`src/rtl/rr_hold_arbiter.sv`:
```
`default_nettype none
// ============================================================================
//  Module   : rr_hold_arbiter
//  Purpose  : Registered round-robin arbiter with grant lock. The current
//             owner keeps the resource while it requests, for up to MAX_HOLD
//             consecutive cycles. Priority then rotates to the port after
//             the last winner.
//  Revision : 1.0  initial release
// ============================================================================
module rr_hold_arbiter #(
    parameter  int NUM_PORTS = 16,
    parameter  int MAX_HOLD  = 8,
    localparam int ID_W      = $clog2(NUM_PORTS)
) (
    input  logic                 clk,
    input  logic                 reset_n,
    input  logic [NUM_PORTS-1:0] req_i,
    output logic [NUM_PORTS-1:0] gnt_o,
    output logic [ID_W-1:0]      gnt_id_o,
    output logic                 busy_o,
    output logic                 expire_o
);

    // The hold counter must be able to represent MAX_HOLD itself.
    localparam int CNT_W = $clog2(MAX_HOLD + 1);

    typedef enum logic [0:0] {
        ST_IDLE = 1'b0,
        ST_OWN  = 1'b1
    } state_t;

    state_t           state_q;
    logic [ID_W-1:0]  owner_q;
    logic [ID_W-1:0]  last_q;
    logic [CNT_W-1:0] hold_cnt_q;

    logic             win_found;
    logic [ID_W-1:0]  win_id;
    logic             owner_req;
    logic             at_max;
    logic             arb_now;

    // Rotating search starting at the port after the last winner. The last
    // winner itself is visited last, so an expiring owner only wins again
    // when nobody else is requesting.
    always_comb begin
        int              idx;
        logic [ID_W-1:0] idx_w;
        win_found = 1'b0;
        win_id    = '0;
        idx       = 0;
        idx_w     = '0;
        for (int k = 1; k <= NUM_PORTS; k++) begin
            idx = int'(last_q) + k;
            if (idx >= NUM_PORTS) begin
                idx = idx - NUM_PORTS;
            end
            idx_w = ID_W'(idx);
            if (!win_found && req_i[idx_w]) begin
                win_found = 1'b1;
                win_id    = idx_w;
            end
        end
    end

    // Release happens when the owner stops requesting or its budget is spent.
    // Arbitration runs every idle cycle and on every release cycle.
    always_comb begin
        owner_req = req_i[owner_q];
        at_max    = (hold_cnt_q == CNT_W'(MAX_HOLD));
        arb_now   = (state_q == ST_IDLE) || !owner_req || at_max;
    end

    // Ownership state machine; every output is registered here so that the
    // grant, its index, busy and expire all move on the same edge.
    always_ff @(posedge clk or negedge reset_n) begin
        if (!reset_n) begin
            state_q    <= ST_IDLE;
            owner_q    <= '0;
            last_q     <= ID_W'(NUM_PORTS - 1);
            hold_cnt_q <= '0;
            gnt_o      <= '0;
            gnt_id_o   <= '0;
            busy_o     <= 1'b0;
            expire_o   <= 1'b0;
        end else begin
            // Pulse only when a still-requesting owner is forced out.
            expire_o <= (state_q == ST_OWN) && owner_req && at_max;
            if (arb_now) begin
                if (win_found) begin
                    state_q    <= ST_OWN;
                    owner_q    <= win_id;
                    last_q     <= win_id;
                    hold_cnt_q <= CNT_W'(1);
                    gnt_o      <= {{(NUM_PORTS-1){1'b0}}, 1'b1} << win_id;
                    gnt_id_o   <= win_id;
                    busy_o     <= 1'b1;
                end else begin
                    state_q    <= ST_IDLE;
                    hold_cnt_q <= '0;
                    gnt_o      <= '0;
                    gnt_id_o   <= '0;
                    busy_o     <= 1'b0;
                end
            end else begin
                hold_cnt_q <= hold_cnt_q + CNT_W'(1);
            end
        end
    end

endmodule
`default_nettype wire
```
`config.mk`:
```
export PLATFORM = sky130hd
export DESIGN_NAME = rr_hold_arbiter
export DESIGN_NICKNAME = d
export VERILOG_FILES = /design/src/rtl/rr_hold_arbiter.sv
export SDC_FILE = /design/constraint.sdc
export NUM_CORES = 1
export LEC_CHECK = 0
export BUFFER_PORTS_ARGS = -buffer_cell sky130_fd_sc_hd__buf_4
export CELL_PAD_IN_SITES_DETAIL_PLACEMENT = 1
export CELL_PAD_IN_SITES_GLOBAL_PLACEMENT = 1
export CORE_ASPECT_RATIO = 1.1
export CORE_MARGIN = 2
export CORE_UTILIZATION = 40
export DETAILED_ROUTE_END_ITERATION = 10
export GPL_ROUTABILITY_DRIVEN = 1
export PLACE_DENSITY = 0.69
export REMOVE_ABC_BUFFERS = 1
export SYNTH_ARGS = -nofsm -noshare
export SYNTH_HDL_FRONTEND = slang
export SYNTH_SLANG_ARGS = --single-unit
```
`constraint.sdc`:
```
create_clock -name clk -period 6.7 [get_ports clk]
set_input_delay 1.675 -clock clk [delete_from_list [all_inputs] [get_ports clk]]
set_output_delay 1.675 -clock clk [all_outputs]
set_load 0.02 [all_outputs]
```
==> impl_metrics.env <==
export IMPL_period_needed_ps=5530
export IMPL_cp_cell_sequence="inv_2 > ha_1 > mux2_1 > mux4_2 > mux2i_1 > and2_1 > nand4_1 > or4_4 > a32o_1 > a31o_4 > or3_4 > o21ai_1"
export IMPL_yosysWarnings=0
export IMPL_cp_arrival_ps=5740
export IMPL_synth_top_area_share_pct=18.7
export IMPL_met2_usage_pct=46.2
export IMPL_ioPinCount=40
export IMPL_setup_tns_ps=0
export IMPL_synth_area_leaders="dfrtp_1, mux4_2, mux2i_1, mux2_2, nand2_1"
export IMPL_layout_nets=491
export IMPL_wl_per_cell_um=23.1
export IMPL_synth_most_common_cell="nand2_1"
export IMPL_post_cts_setup_buffers=0
export IMPL_drc=0
export IMPL_io_buffers=39
export IMPL_cts_sinks=34
export IMPL_gp_congestion=0.959
export IMPL_grt_pass1_wl_um=21000
export IMPL_drive_above_1_share_pct=25.9
export IMPL_finalHoldViolCount=0
export IMPL_synth_distinct_cells=65
export IMPL_critPathKind="flop to flop"
export IMPL_dieArea_um2=10900
export IMPL_core_area_um2=9840
export IMPL_holdBufCountCts=0
export IMPL_nFillCells=1158
export IMPL_root_buffer="clkbuf_8"
export IMPL_synth_flop_cell="dfrtp_1"
export IMPL_yosysTopAreaCell="dfrtp_1"
export IMPL_grt_use_met3_pct=2.76
export IMPL_tightest_slew_ps=929
export IMPL_clk_path_buf_depth=2
export IMPL_synth_common_cells="nand2_1, mux2i_1, dfrtp_1, o21ai_0"
export IMPL_max_freq_mhz=181
export IMPL_grt_use_met1_pct=30.8
export IMPL_firstDrtPassIters=4
export IMPL_grt_pass1_vias=3859
export IMPL_slowest_delay_ps=840
export IMPL_fin_skew_ps=6.35
export IMPL_fp_dieW_um=99.6
export IMPL_async_reset_ff_share_pct=100
export IMPL_min_period_over_period_pct=82.6
export IMPL_start_util_pct=40.9
export IMPL_cp_start_kind="flop"
export IMPL_die_h_um=109
export IMPL_cts_resized=0
export IMPL_slowest_stage="ha_1"
export IMPL_antenna_cells=0
export IMPL_grt_max_degree=35
export IMPL_postSynthAreaPerCell_um2=9.42
export IMPL_num_rows=38
export IMPL_cts_made_buffers=5
export IMPL_vias=3750
export IMPL_relSlewSlack_pct=37.6
export IMPL_cp_required_ps=6910
export IMPL_rsz0062_at_grt="no"
export IMPL_grt_antenna_before_repair=0
export IMPL_hold_path_class="flop to flop"
export IMPL_avgViaCountPerCell=6.42
export IMPL_synthCells=427
export IMPL_cts_htree_levels=2
export IMPL_synth_edff_count=0
export IMPL_cts_tree="done"
export IMPL_worstPathMaxFanout=17
export IMPL_wl_um=13500
export IMPL_outcome="finished clean"
export IMPL_finalMaxSlewViolations=0
export IMPL_cap_violations=0
export IMPL_clkTransAtPathRegs_ps=70
export IMPL_setup_violations=0
export IMPL_area_growth_pct=12.3
export IMPL_grt_remaining_overflow=0
export IMPL_cp_end_kind="flop"
export IMPL_final_antenna_net_count=0
export IMPL_seq_area_frac_synth_pct=21.3
export IMPL_top_usage_layer="met2"
export IMPL_syn_cell_area_um2=4020
export IMPL_clock_latency_ps=290
export IMPL_grt_use_total_pct=25.2
export IMPL_synth_seq_cells=34
export IMPL_dpl_hpwl_um=10500
export IMPL_first_iter_violations=156
[area by class of cell]
cell class / instances / area (um^2) / area share (%)
flip-flops and latches: 34 / 856 / 19.0
inverters: 16 / 60.1 / 1.33
clock buffers: 6 / 82.6 / 1.83
multi-input cells: 358 / 2990 / 66.3
well taps: 120 / 150 / 3.33
repair buffers: 48 / 360 / 7.98
clock inverters: 2 / 12.5 / 0.277
[per-stage QoR]
step	std cells	hold WS, ps	area (um^2)	util, %	setup slack [ps]
after CTS	584	489	4520	45.9	1210
final	584	484	4520	45.9	1170
after floorplan	408	458	3910	-	1030
after detailed placement	576	474	4420	44.9	1160
after global placement	576	461	4420	44.9	1160
after global routing	584	512	4520	45.9	896
[worst paths after layout]
check,depth (start not counted),from,endpoint,slack (ps)
min,2,gnt_o[9]$_DFFE_PN0N_,gnt_o[9]$_DFFE_PN0N_,480
min in group asynchronous,1,reset_n,hold_cnt_q[1]$_DFF_PN0_,1320
max in group asynchronous,1,reset_n,last_q[2]$_DFFE_PN1P_,5030
min reg2reg,2,gnt_o[9]$_DFFE_PN0N_,gnt_o[9]$_DFFE_PN0N_,480
max,12,last_q[0]$_DFFE_PN1P_,gnt_o[6]$_DFFE_PN0N_,1170
max reg2reg,12,last_q[0]$_DFFE_PN1P_,gnt_o[6]$_DFFE_PN0N_,1170
[layer usage]
layer	part of all wire [%]	vias up
met2	52	98
met3	4.2	21
met1	41	1913
met5	0	-
li1	-	1718
met4	2.7	0
[cells in the final DEF, fill, tap and decap left out, types with 5 or more instances in the layout]
cell / n
nand4_1: 6
xnor2_1: 9
mux2_1: 10
dfrtp_1: 30
mux2_2: 17
mux2i_1: 40
nand2b_1: 5
ha_1: 10
mux4_2: 29
o31ai_1: 5
clkbuf_8: 6
nand3_1: 19
buf_4: 48
nor3_1: 7
nor2_1: 29
inv_1: 13
o21ai_0: 30
nand2_1: 48
a21oi_1: 17
[flip-flops by register name (all words and copies together), names as in the netlist]
register and cells:
state_q 1, gnt_id_o 4, expire_o 1, hold_cnt_q 4, gnt_o 16, last_q 4, owner_q 4
[worst max-delay path: cells and delay by family, from the launching register on]
| family | cells | cell delay [ps] |
|---|---|---|
| multiplexers | 3 | 1410 |
| AND/OR/NAND/NOR | 4 | 1670 |
| buffers and inverters | 1 | 210 |
| AO/OA/AOI/OAI | 3 | 700 |
| flip-flops | 1 | 620 |
| adder cells (fa/ha/maj) | 1 | 840 |
[cells by family after synthesis]
| group | after synthesis | synth area share, % |
|---|---|---|
| compound gates | 101 | 16.8 |
| buf+inv | 35 | 4.29 |
| flops | 34 | 21.3 |
| fa+ha+maj | 10 | 3.11 |
| mux | 100 | 36.0 |
| xor+xnor | 13 | 2.83 |
| simple gates | 134 | 15.7 |
Power is left out: the tool's default activity adds up to more than one toggle a clock period on the data nets, which glitch-free logic cannot reach.
